**src/rtl/bmu_req_arb_if.sv**
```systemverilog
// Requester/response bundle between the issue sources and the BMU arbiter.
// master: the requester side (drives requests, consumes responses).
// slave : the arbiter side.
interface bmu_req_arb_if #(
  parameter int unsigned NREQ = 2,
  parameter int unsigned AP_W = 32,
  parameter int unsigned IDW  = 3
) ();

  logic [NREQ-1:0]      req_valid;
  logic [NREQ-1:0]      req_ready;
  logic [NREQ*AP_W-1:0] req_ap;
  logic [NREQ*32-1:0]   req_a;
  logic [NREQ*32-1:0]   req_b;
  logic [NREQ-1:0]      req_csr_ren;
  logic [NREQ*32-1:0]   req_csr_rddata;

  logic                 rsp_valid;
  logic                 rsp_ready;
  logic [IDW-1:0]       rsp_id;
  logic [31:0]          rsp_result;
  logic                 rsp_error;

  modport master (
    output req_valid, req_ap, req_a, req_b, req_csr_ren, req_csr_rddata, rsp_ready,
    input  req_ready, rsp_valid, rsp_id, rsp_result, rsp_error
  );

  modport slave (
    input  req_valid, req_ap, req_a, req_b, req_csr_ren, req_csr_rddata, rsp_ready,
    output req_ready, rsp_valid, rsp_id, rsp_result, rsp_error
  );

endinterface

```
**src/rtl/bmu_req_arb.sv**
```systemverilog
// Round-robin arbiter/sequencer sharing one bit-manipulation unit between
// NREQ requesters: grant, issue for one cycle, wait BMU_LAT, return result.
// Optional performance counters are enabled with the macro BMU_ARB_PERF_EN.
module bmu_req_arb #(
  parameter int unsigned NREQ    = 2,
  parameter int unsigned AP_W    = 32,
  parameter int unsigned BMU_LAT = 1,
  parameter int unsigned IDW     = 3
) (
  input  logic                 clk,
  input  logic                 rst,
  input  logic                 i_scan_mode,
  bmu_req_arb_if.slave         bus,
  output logic                 o_bmu_scan_mode,
  output logic                 o_bmu_valid_in,
  output logic [AP_W-1:0]      o_bmu_ap,
  output logic                 o_bmu_csr_ren_in,
  output logic [31:0]          o_bmu_csr_rddata_in,
  output logic [31:0]          o_bmu_a_in,
  output logic [31:0]          o_bmu_b_in,
  input  logic [31:0]          i_bmu_result_ff,
  input  logic                 i_bmu_error,
  output logic [NREQ*16-1:0]   o_perf_grant_cnt,
  output logic [15:0]          o_perf_err_cnt
);

  localparam int unsigned CNT_W = (BMU_LAT < 2) ? 1 : $clog2(BMU_LAT + 1);

  typedef enum logic [1:0] {S_IDLE, S_ISSUE, S_WAIT, S_RESP} state_t;

  state_t             r_state;
  logic [IDW-1:0]     r_ptr;
  logic [IDW-1:0]     r_gid;
  logic [CNT_W-1:0]   r_cnt;
  logic               r_bmu_valid;
  logic [AP_W-1:0]    r_ap;
  logic [31:0]        r_a;
  logic [31:0]        r_b;
  logic               r_csr_ren;
  logic [31:0]        r_csr_rddata;
  logic               r_rsp_valid;
  logic [IDW-1:0]     r_rsp_id;
  logic [31:0]        r_rsp_result;
  logic               r_rsp_error;

  logic               w_any;
  logic [IDW-1:0]     w_gnt;
  logic [NREQ-1:0]    w_req_ready;
  logic               w_req_hs;
  logic               w_rsp_hs;
  logic [AP_W-1:0]    w_sel_ap;
  logic [31:0]        w_sel_a;
  logic [31:0]        w_sel_b;
  logic               w_sel_csr_ren;
  logic [31:0]        w_sel_csr_rddata;

  // Round-robin search: first valid requester starting at r_ptr, wrapping.
  always_comb begin
    w_any = 1'b0;
    w_gnt = '0;
    for (int k = 0; k < NREQ; k++) begin
      for (int j = 0; j < NREQ; j++) begin
        if (!w_any && bus.req_valid[j] &&
            (((32'(r_ptr) + 32'(k)) % NREQ) == 32'(j))) begin
          w_any = 1'b1;
          w_gnt = IDW'(j);
        end
      end
    end
  end

  // Ready is offered only to the granted requester, only in IDLE, never in reset.
  always_comb begin
    w_req_ready = '0;
    for (int j = 0; j < NREQ; j++) begin
      w_req_ready[j] = (r_state == S_IDLE) && !rst && w_any && (w_gnt == IDW'(j));
    end
  end

  // Operand slice of the granted requester.
  always_comb begin
    w_sel_ap         = '0;
    w_sel_a          = '0;
    w_sel_b          = '0;
    w_sel_csr_ren    = 1'b0;
    w_sel_csr_rddata = '0;
    for (int j = 0; j < NREQ; j++) begin
      if (w_gnt == IDW'(j)) begin
        w_sel_ap         = bus.req_ap[j*AP_W +: AP_W];
        w_sel_a          = bus.req_a[j*32 +: 32];
        w_sel_b          = bus.req_b[j*32 +: 32];
        w_sel_csr_ren    = bus.req_csr_ren[j];
        w_sel_csr_rddata = bus.req_csr_rddata[j*32 +: 32];
      end
    end
  end

  assign w_req_hs = (r_state == S_IDLE) && w_any;
  assign w_rsp_hs = (r_state == S_RESP) && bus.rsp_ready;

  // Sequencer: grant, one-cycle issue, latency wait, response hold.
  always_ff @(posedge clk) begin
    if (rst) begin
      r_state      <= S_IDLE;
      r_ptr        <= '0;
      r_gid        <= '0;
      r_cnt        <= '0;
      r_bmu_valid  <= 1'b0;
      r_ap         <= '0;
      r_a          <= '0;
      r_b          <= '0;
      r_csr_ren    <= 1'b0;
      r_csr_rddata <= '0;
      r_rsp_valid  <= 1'b0;
      r_rsp_id     <= '0;
      r_rsp_result <= '0;
      r_rsp_error  <= 1'b0;
    end else begin
      case (r_state)
        S_IDLE: begin
          if (w_req_hs) begin
            r_ap         <= w_sel_ap;
            r_a          <= w_sel_a;
            r_b          <= w_sel_b;
            r_csr_ren    <= w_sel_csr_ren;
            r_csr_rddata <= w_sel_csr_rddata;
            r_gid        <= w_gnt;
            r_bmu_valid  <= 1'b1;
            r_state      <= S_ISSUE;
          end
        end
        S_ISSUE: begin
          r_bmu_valid <= 1'b0;
          r_cnt       <= CNT_W'(BMU_LAT);
          r_state     <= S_WAIT;
        end
        S_WAIT: begin
          if (r_cnt == CNT_W'(1)) begin
            r_rsp_result <= i_bmu_result_ff;
            r_rsp_error  <= i_bmu_error;
            r_rsp_id     <= r_gid;
            r_rsp_valid  <= 1'b1;
            r_state      <= S_RESP;
          end else begin
            r_cnt <= r_cnt - CNT_W'(1);
          end
        end
        S_RESP: begin
          if (w_rsp_hs) begin
            r_rsp_valid <= 1'b0;
            r_ptr       <= (r_gid == IDW'(NREQ - 1)) ? '0 : r_gid + IDW'(1);
            r_state     <= S_IDLE;
          end
        end
        default: begin
          r_bmu_valid <= 1'b0;
          r_state     <= S_IDLE;
        end
      endcase
    end
  end

  assign bus.req_ready        = w_req_ready;
  assign bus.rsp_valid        = r_rsp_valid;
  assign bus.rsp_id           = r_rsp_id;
  assign bus.rsp_result       = r_rsp_result;
  assign bus.rsp_error        = r_rsp_error;

  assign o_bmu_scan_mode      = i_scan_mode;
  assign o_bmu_valid_in       = r_bmu_valid;
  assign o_bmu_ap             = r_ap;
  assign o_bmu_a_in           = r_a;
  assign o_bmu_b_in           = r_b;
  assign o_bmu_csr_ren_in     = r_csr_ren;
  assign o_bmu_csr_rddata_in  = r_csr_rddata;

`ifdef BMU_ARB_PERF_EN
  logic [NREQ-1:0][15:0] r_perf_grant;
  logic [15:0]           r_perf_err;

  // Saturating grant and error counters.
  always_ff @(posedge clk) begin
    if (rst) begin
      r_perf_grant <= '0;
      r_perf_err   <= '0;
    end else begin
      for (int i = 0; i < NREQ; i++) begin
        if (w_req_hs && (w_gnt == IDW'(i)) && (r_perf_grant[i] != 16'hFFFF)) begin
          r_perf_grant[i] <= r_perf_grant[i] + 16'd1;
        end
      end
      if (w_rsp_hs && r_rsp_error && (r_perf_err != 16'hFFFF)) begin
        r_perf_err <= r_perf_err + 16'd1;
      end
    end
  end

  assign o_perf_grant_cnt = r_perf_grant;
  assign o_perf_err_cnt   = r_perf_err;
`else
  assign o_perf_grant_cnt = '0;
  assign o_perf_err_cnt   = '0;
`endif

endmodule

```
**src/flat_wrapper.sv**
```systemverilog
// flat-port wrapper written by rule: the top's interface ports become plain ports
module bmu_req_arb_flat 
#(
  parameter int unsigned NREQ    = 2,
  parameter int unsigned AP_W    = 32,
  parameter int unsigned BMU_LAT = 1,
  parameter int unsigned IDW     = 3
)
  (clk, rst, i_scan_mode, o_bmu_scan_mode, o_bmu_valid_in, o_bmu_ap, o_bmu_csr_ren_in, o_bmu_csr_rddata_in, o_bmu_a_in, o_bmu_b_in, i_bmu_result_ff, i_bmu_error, o_perf_grant_cnt, o_perf_err_cnt, bus_req_valid, bus_req_ap, bus_req_a, bus_req_b, bus_req_csr_ren, bus_req_csr_rddata, bus_rsp_ready, bus_req_ready, bus_rsp_valid, bus_rsp_id, bus_rsp_result, bus_rsp_error);
  bmu_req_arb_if #(.NREQ(NREQ), .AP_W(AP_W), .IDW(IDW)) bus_i ();
  input  logic clk;
  input  logic rst;
  input  logic i_scan_mode;
  output logic o_bmu_scan_mode;
  output logic o_bmu_valid_in;
  output logic [AP_W-1:0] o_bmu_ap;
  output logic o_bmu_csr_ren_in;
  output logic [31:0] o_bmu_csr_rddata_in;
  output logic [31:0] o_bmu_a_in;
  output logic [31:0] o_bmu_b_in;
  input  logic [31:0] i_bmu_result_ff;
  input  logic i_bmu_error;
  output logic [NREQ*16-1:0] o_perf_grant_cnt;
  output logic [15:0] o_perf_err_cnt;
  input wire logic [$bits(bus_i.req_valid)-1:0] bus_req_valid;
  input wire logic [$bits(bus_i.req_ap)-1:0] bus_req_ap;
  input wire logic [$bits(bus_i.req_a)-1:0] bus_req_a;
  input wire logic [$bits(bus_i.req_b)-1:0] bus_req_b;
  input wire logic [$bits(bus_i.req_csr_ren)-1:0] bus_req_csr_ren;
  input wire logic [$bits(bus_i.req_csr_rddata)-1:0] bus_req_csr_rddata;
  input wire logic [$bits(bus_i.rsp_ready)-1:0] bus_rsp_ready;
  output wire logic [$bits(bus_i.req_ready)-1:0] bus_req_ready;
  output wire logic [$bits(bus_i.rsp_valid)-1:0] bus_rsp_valid;
  output wire logic [$bits(bus_i.rsp_id)-1:0] bus_rsp_id;
  output wire logic [$bits(bus_i.rsp_result)-1:0] bus_rsp_result;
  output wire logic [$bits(bus_i.rsp_error)-1:0] bus_rsp_error;
  assign bus_i.req_valid = bus_req_valid;
  assign bus_i.req_ap = bus_req_ap;
  assign bus_i.req_a = bus_req_a;
  assign bus_i.req_b = bus_req_b;
  assign bus_i.req_csr_ren = bus_req_csr_ren;
  assign bus_i.req_csr_rddata = bus_req_csr_rddata;
  assign bus_i.rsp_ready = bus_rsp_ready;
  assign bus_req_ready = bus_i.req_ready;
  assign bus_rsp_valid = bus_i.rsp_valid;
  assign bus_rsp_id = bus_i.rsp_id;
  assign bus_rsp_result = bus_i.rsp_result;
  assign bus_rsp_error = bus_i.rsp_error;
  bmu_req_arb #(.NREQ(NREQ), .AP_W(AP_W), .BMU_LAT(BMU_LAT), .IDW(IDW)) u_core (.clk(clk), .rst(rst), .i_scan_mode(i_scan_mode), .bus(bus_i), .o_bmu_scan_mode(o_bmu_scan_mode), .o_bmu_valid_in(o_bmu_valid_in), .o_bmu_ap(o_bmu_ap), .o_bmu_csr_ren_in(o_bmu_csr_ren_in), .o_bmu_csr_rddata_in(o_bmu_csr_rddata_in), .o_bmu_a_in(o_bmu_a_in), .o_bmu_b_in(o_bmu_b_in), .i_bmu_result_ff(i_bmu_result_ff), .i_bmu_error(i_bmu_error), .o_perf_grant_cnt(o_perf_grant_cnt), .o_perf_err_cnt(o_perf_err_cnt));
endmodule
```
**config.mk**
```make
export PLATFORM = sky130hd
export DESIGN_NAME = bmu_req_arb_flat
export DESIGN_NICKNAME = d
export VERILOG_FILES = /design/src/rtl/bmu_req_arb_if.sv /design/src/rtl/bmu_req_arb.sv /design/src/flat_wrapper.sv
export SDC_FILE = /design/constraint.sdc
export NUM_CORES = 1
export LEC_CHECK = 0
export BUFFER_PORTS_ARGS = -buffer_cell sky130_fd_sc_hd__buf_4
export CORE_AREA = 4 4 196 198
export CTS_CLUSTER_DIAMETER = 30
export CTS_CLUSTER_SIZE = 20
export DETAILED_ROUTE_END_ITERATION = 10
export DIE_AREA = 0 0 200 202
export PLACE_DENSITY = 0.43
export SETUP_SLACK_MARGIN = 0.15
export SYNTH_ARGS = -nofsm -noshare
export SYNTH_HDL_FRONTEND = slang
export SYNTH_SLANG_ARGS = --single-unit
```
**constraint.sdc**
```tcl
create_clock -name clk -period 2.35 [get_ports clk]
set_input_delay 0.3525 -clock clk [delete_from_list [all_inputs] [get_ports clk]]
set_output_delay 0.3525 -clock clk [all_outputs]
set_load 0.02 [all_outputs]
```
# ---- After elaboration in Yosys (flattened, before gate mapping)
# Cells that the tools add are included.
dict set report word_totals {
  reg_bits 170
  word_cells 84
}
dict set report op_classes {
  n_addsub 3
  eq_ne 8
  mux 29
  reduce_logical 30
}
# op count
set op_table {}
lappend op_table {{32-bit two-way mux} 8}
lappend op_table {{32-bit logical NOT} 2}
lappend op_table {{1-bit two-way mux} 14}
lappend op_table {{1-bit logical AND} 13}
lappend op_table {{2-bit one-hot mux with 4 select lines} 1}
lappend op_table {{2-bit AND reduction} 4}
lappend op_table {{2-bit two-way mux} 3}
lappend op_table {{2-bit by 1-bit inequality test with 1-bit output (second input constant)} 3}
lappend op_table {{1-bit one-hot mux with 2 select lines} 3}
lappend op_table {{3-bit AND reduction} 2}
lappend op_table {{2-bit nonzero test} 3}
lappend op_table {{2-bit == test (second input constant)} 2}
lappend op_table {{1-bit logical NOT} 4}
lappend op_table {{3-bit logical NOT} 1}
lappend op_table {{1-bit adder (second input constant)} 2}
lappend op_table {{1-bit == test (second input constant)} 2}
lappend op_table {{2-bit by 1-bit == test with 1-bit output (second input constant)} 1}
lappend op_table {{2-bit logical NOT} 1}
lappend op_table {{1-bit subtractor (second input constant)} 1}

# ---- Logic depth before layout (Yosys ltp)
dict set report logic_depth {
  depth_word 18
  depth_mapped 8
  depth_no_buf 5
}

# ---- Worst setup path before layout
# No wires, ideal clock.
dict set report synth_path {
  path_type {flip-flop to output port}
  start {register u_core.r_state[0]}
  end {output port bus_req_ready[1]}
  arrival_ns 1.663
  t_required_ns 1.997
  slack_ns 0.335
  stages_incl_launch_ff 8
  path_buffers 3
  cell_sequence {dfxtp_1 > inv_1 > ha_1 > nand2b_1 > buf_2 > buf_2 > buf_2 > nor3b_1}
}
dict set report synth_via {
  elab_chain_len 4
}
# item line
set synth_rtl {}
lappend synth_rtl {{start, declared} bmu_req_arb.sv:31} ;# state_t r_state;
lappend synth_rtl {{start signal, assigned} bmu_req_arb.sv:104} ;# r_state <= S_IDLE;
lappend synth_rtl {{start signal, assigned} bmu_req_arb.sv:129} ;# r_state <= S_ISSUE;
lappend synth_rtl {{start signal, assigned} bmu_req_arb.sv:135} ;# r_state <= S_WAIT;
lappend synth_rtl {{2-bit logical NOT} bmu_req_arb.sv:76} ;# w_req_ready[j] = (r_state == S_IDLE) && !rst && w_any && (w_gnt == IDW'(j));
lappend synth_rtl {{1-bit logical AND (3 in series)} bmu_req_arb.sv:76}
lappend synth_rtl {{end, declared} flat_wrapper.sv:32} ;# output wire logic [$bits(bus_i.req_ready)-1:0] bus_req_ready;
# No other way between the ends.

# ---- Worst setup path after layout
dict set report layout_path {
  start {register u_core.r_state[1]}
  end {output port bus_req_ready[0]}
}
# The elaborated chain is that of the path after synthesis.

==> flow_summary.toml <==
[yosys]
synth.most_common_cell = "nand2_1"
ys_seq_area_share_pct = 46.6
synth_fa_ha_area_share_pct = 0.856
synthTopCellsByArea = "dfxtp_1, a221o_1, nand2_1"
yosysUniqueCellTypes = 26
synth_top_family_by_area = "compound AO/OA/AOI/OAI gates"
synthMuxAreaShare_pct = 0.137
syn_inst = 836
synth_flop_cell = "dfxtp_1"
synth-simple-area-share_pct = 20.2
synthArstFlopShare_pct = 0
synth.cell_area_sq_mm = 0.00731
syn_area_per_cell_sq_um = 8.74
yosys_warnings = 0
yosys-top-cells-count = "nand2_1, dfxtp_1, a221o_1, nor3_1, buf_4"
synth_top_cell_by_area = "dfxtp_1"
synth_compound_area_share_pct = 21.2
synth_top_area_share_pct = 46.6
yosys_register_bits = 170
synth_xor_xnor_area_share_pct = 0
synth_edf_count = 0

[routing]
ant_nets = 0
via_count = 7854
first_pass_iters = 5
routedWlPerCell_microns = 19.4
drc = 0
vias_per_cell = 4.52
first_iter_violations = 315
routed_wirelength_microns = 33700

[sta]
final.setup_skew_ns = 0.0142
drv_slew = 0
clock.fmax_mhz = 483
rsz0062_at_grt = "false"
worst_pin_slew_ns = 0.805
period_needed_ns = 2.07
layout_worst_path_cycle_share_pct = 88.1
setup_viol = 0
fin_setup_tns_ns = 0
hold_viol = 0
slew_headroom_pct = 46.3

[critical_path]
crit_arrival_ns = 1.72
r2r_end = "u_core.o_bmu_csr_rddata_in[26]"
cpMaxStageDelayCell = "dfxtp_1"
startpoint = "u_core.r_state[1]"
critPathKind = "reg -> out"
crit_path_end = "bus_req_ready[0]"
cp.required_ns = 2.00
cpPeakStageDelay_ns = 0.34
worst_setup_path_start_kind = "register"
regToRegStartpoint = "u_core.r_state[0]"
cp_cell_sequence = "inv_1 -> ha_2 -> nand2b_4 -> a211oi_4 -> buf_12 -> buf_4"
r2r_cells = 6
rrSetupSlack_ns = 0.38
endpoint_kind = "output pin"
crit_fanout = 5

[finish]
drive_gt1_share_pct = 41.2
area_growth_syn_to_layout_pct = 60.0
nFillCells = 3893
final_util_pct = 32.0
nets = 1557

[grt]
grt_max_degree = 68
grt_util_all_layers_pct = 15.5
antenna_found_initial = 2
grt_pass1_wl_microns = 48300
grt_pass1_vias = 7800
overflow = 0

[outcome]
status = "completed"

[clock_network]
cts_made_buffers = 17
clk_path_buf_depth = 2
cts.sinks = 170
htree_num_levels = 4
clk_latency_ns = 0.44
tritoncts = "built"
cts_root_buffer = "clkbuf_16"
cts.hold.buffers_added = 0
clk_pin_slew_ns = 0.08

[pwr]
p_leak_nw = 5.31
p_total_mw = 11.2
irDropWorstVdd_uv = 476
power_density_mw_per_mm2 = 960

[die]
die_h_microns = 202
die_x_microns = 200
dieArea_sq_mm = 0.0404
io_pins = 515
start_util_pct = 20.0
rows = 70
core_sq_mm = 0.0365

[placed_design]
gp_congestion = 0.777
io_buffers = 462
dpl.hpwl_microns = 23800

[job]
max-cap-violations = 0

[min_path]
hp-class = "in -> reg"
-- worst min path at each step --
stage / start / end / slack [ns] / cells past startpoint
6_report: rst / u_core.r_ptr[0] / 0.13 / 2
5_1_grt: bus_req_ap[5] / u_core.o_bmu_ap[5] / 0.09 / 2
4_1_cts: bus_req_b[17] / u_core.o_bmu_b_in[17] / 0.09 / 2
3_5_place_dp: u_core.bus.rsp_result[3] / u_core.bus.rsp_result[3] / 0.45 / 2
3_3_place_gp: u_core.bus.rsp_result[19] / u_core.bus.rsp_result[19] / 0.44 / 2
2_1_floorplan: u_core.r_gid[0] / u_core.bus.rsp_id[0] / 0.45 / 2
-- area by class of cell --
cell class	count	area [sq um]	area share, %
clock buffer	20	457	3.91
antenna	1	2.50	0.0214
sequential	170	3400	29.1
multi-input combinational	574	3320	28.4
tap	468	586	5.01
inverter	7	26.3	0.225
timing repair buffer	485	3750	32.1
clock inverter	12	138	1.18
-- per-layer routing --
layer  vias to the layer above  routed length, microns  GRT usage (%)  part of all wire (%)
li1                       3772                       -              -                     -
met1                      3671                   13200           18.3                    39
met2                       370                   16500           26.3                    49
met3                        39                    3130           5.50                   9.3
met4                         2                     832           4.95                   2.5
met5                         -                      13              0                 0.039
-- timing repair --
item,4_1_cts,5_1_grt
setup endpoints to repair,1,2
setup buffers,2,0
pin swaps,1,0
resized for setup,1,2
cloned,1,0
-- where the power goes --
part	leakage, nW	switching [mW]	internal, mW
combinational	3.64	2.51	1.87
sequential	1.40	0.371	3.52
clock	0.276	1.32	1.64
-- flip-flops by register name, summed over array words and instances (netlist names) --
| register | count |
|---|---|
| u_core.bus.rsp_result | 32 |
| u_core.o_bmu_a_in | 32 |
| u_core.o_bmu_ap | 32 |
| u_core.o_bmu_b_in | 32 |
| u_core.o_bmu_csr_rddata_in | 32 |
| u_core.r_state | 2 |
| u_core.bus.rsp_error | 1 |
| u_core.bus.rsp_id | 1 |
| u_core.bus.rsp_valid | 1 |
| u_core.o_bmu_csr_ren_in | 1 |
| u_core.o_bmu_valid_in | 1 |
| u_core.r_cnt | 1 |
| u_core.r_gid | 1 |
| u_core.r_ptr | 1 |
-- stage by stage --
step / instances / setup WS [ns] / area, sq um / hold slack (ns)
detailed placement: 1701 / 0.306 / 11000 / 0.447
floorplan: 885 / 0.335 / 7490 / 0.445
global placement: 1701 / 0.336 / 11000 / 0.443
CTS: 1736 / 0.207 / 11700 / 0.0897
finish: 1737 / 0.280 / 11700 / 0.127
global route: 1737 / 0.182 / 11700 / 0.0884
-- cells in the final DEF (no fill, tap or decap), types with 3 or more instances in the layout --
cell type	n
buf_4	477
nand2_1	200
dfxtp_1	170
nor3_1	129
a221o_1	129
conb_1	50
a21oi_1	36
clkbuf_16	17
buf_12	7
inv_1	6
clkinvlp_4	5
nor2_1	4
ha_1	4
o21a_1	3
inv_6	3
-- cells by family (layout without fill, tap and decap cells) --
family	count (synthesis)	count (layout)
adder cells (fa/ha/maj)	5	5
flip-flops	170	170
AND/OR/NAND/NOR	343	343
multiplexers	1	1
buffers and inverters	141	524
other	1	51
AO/OA/AOI/OAI	175	175
-- worst max-delay path: cells and delay by family (launching register included) --
kind                     cells  cell delay, ns
buffers and inverters        3            0.38
AO/OA/AOI/OAI                1            0.23
adder cells (fa/ha/maj)      1            0.22
AND/OR/NAND/NOR              1            0.10
flip-flops                   1            0.34
No activity file was read; power rests on OpenSTA's default activity.
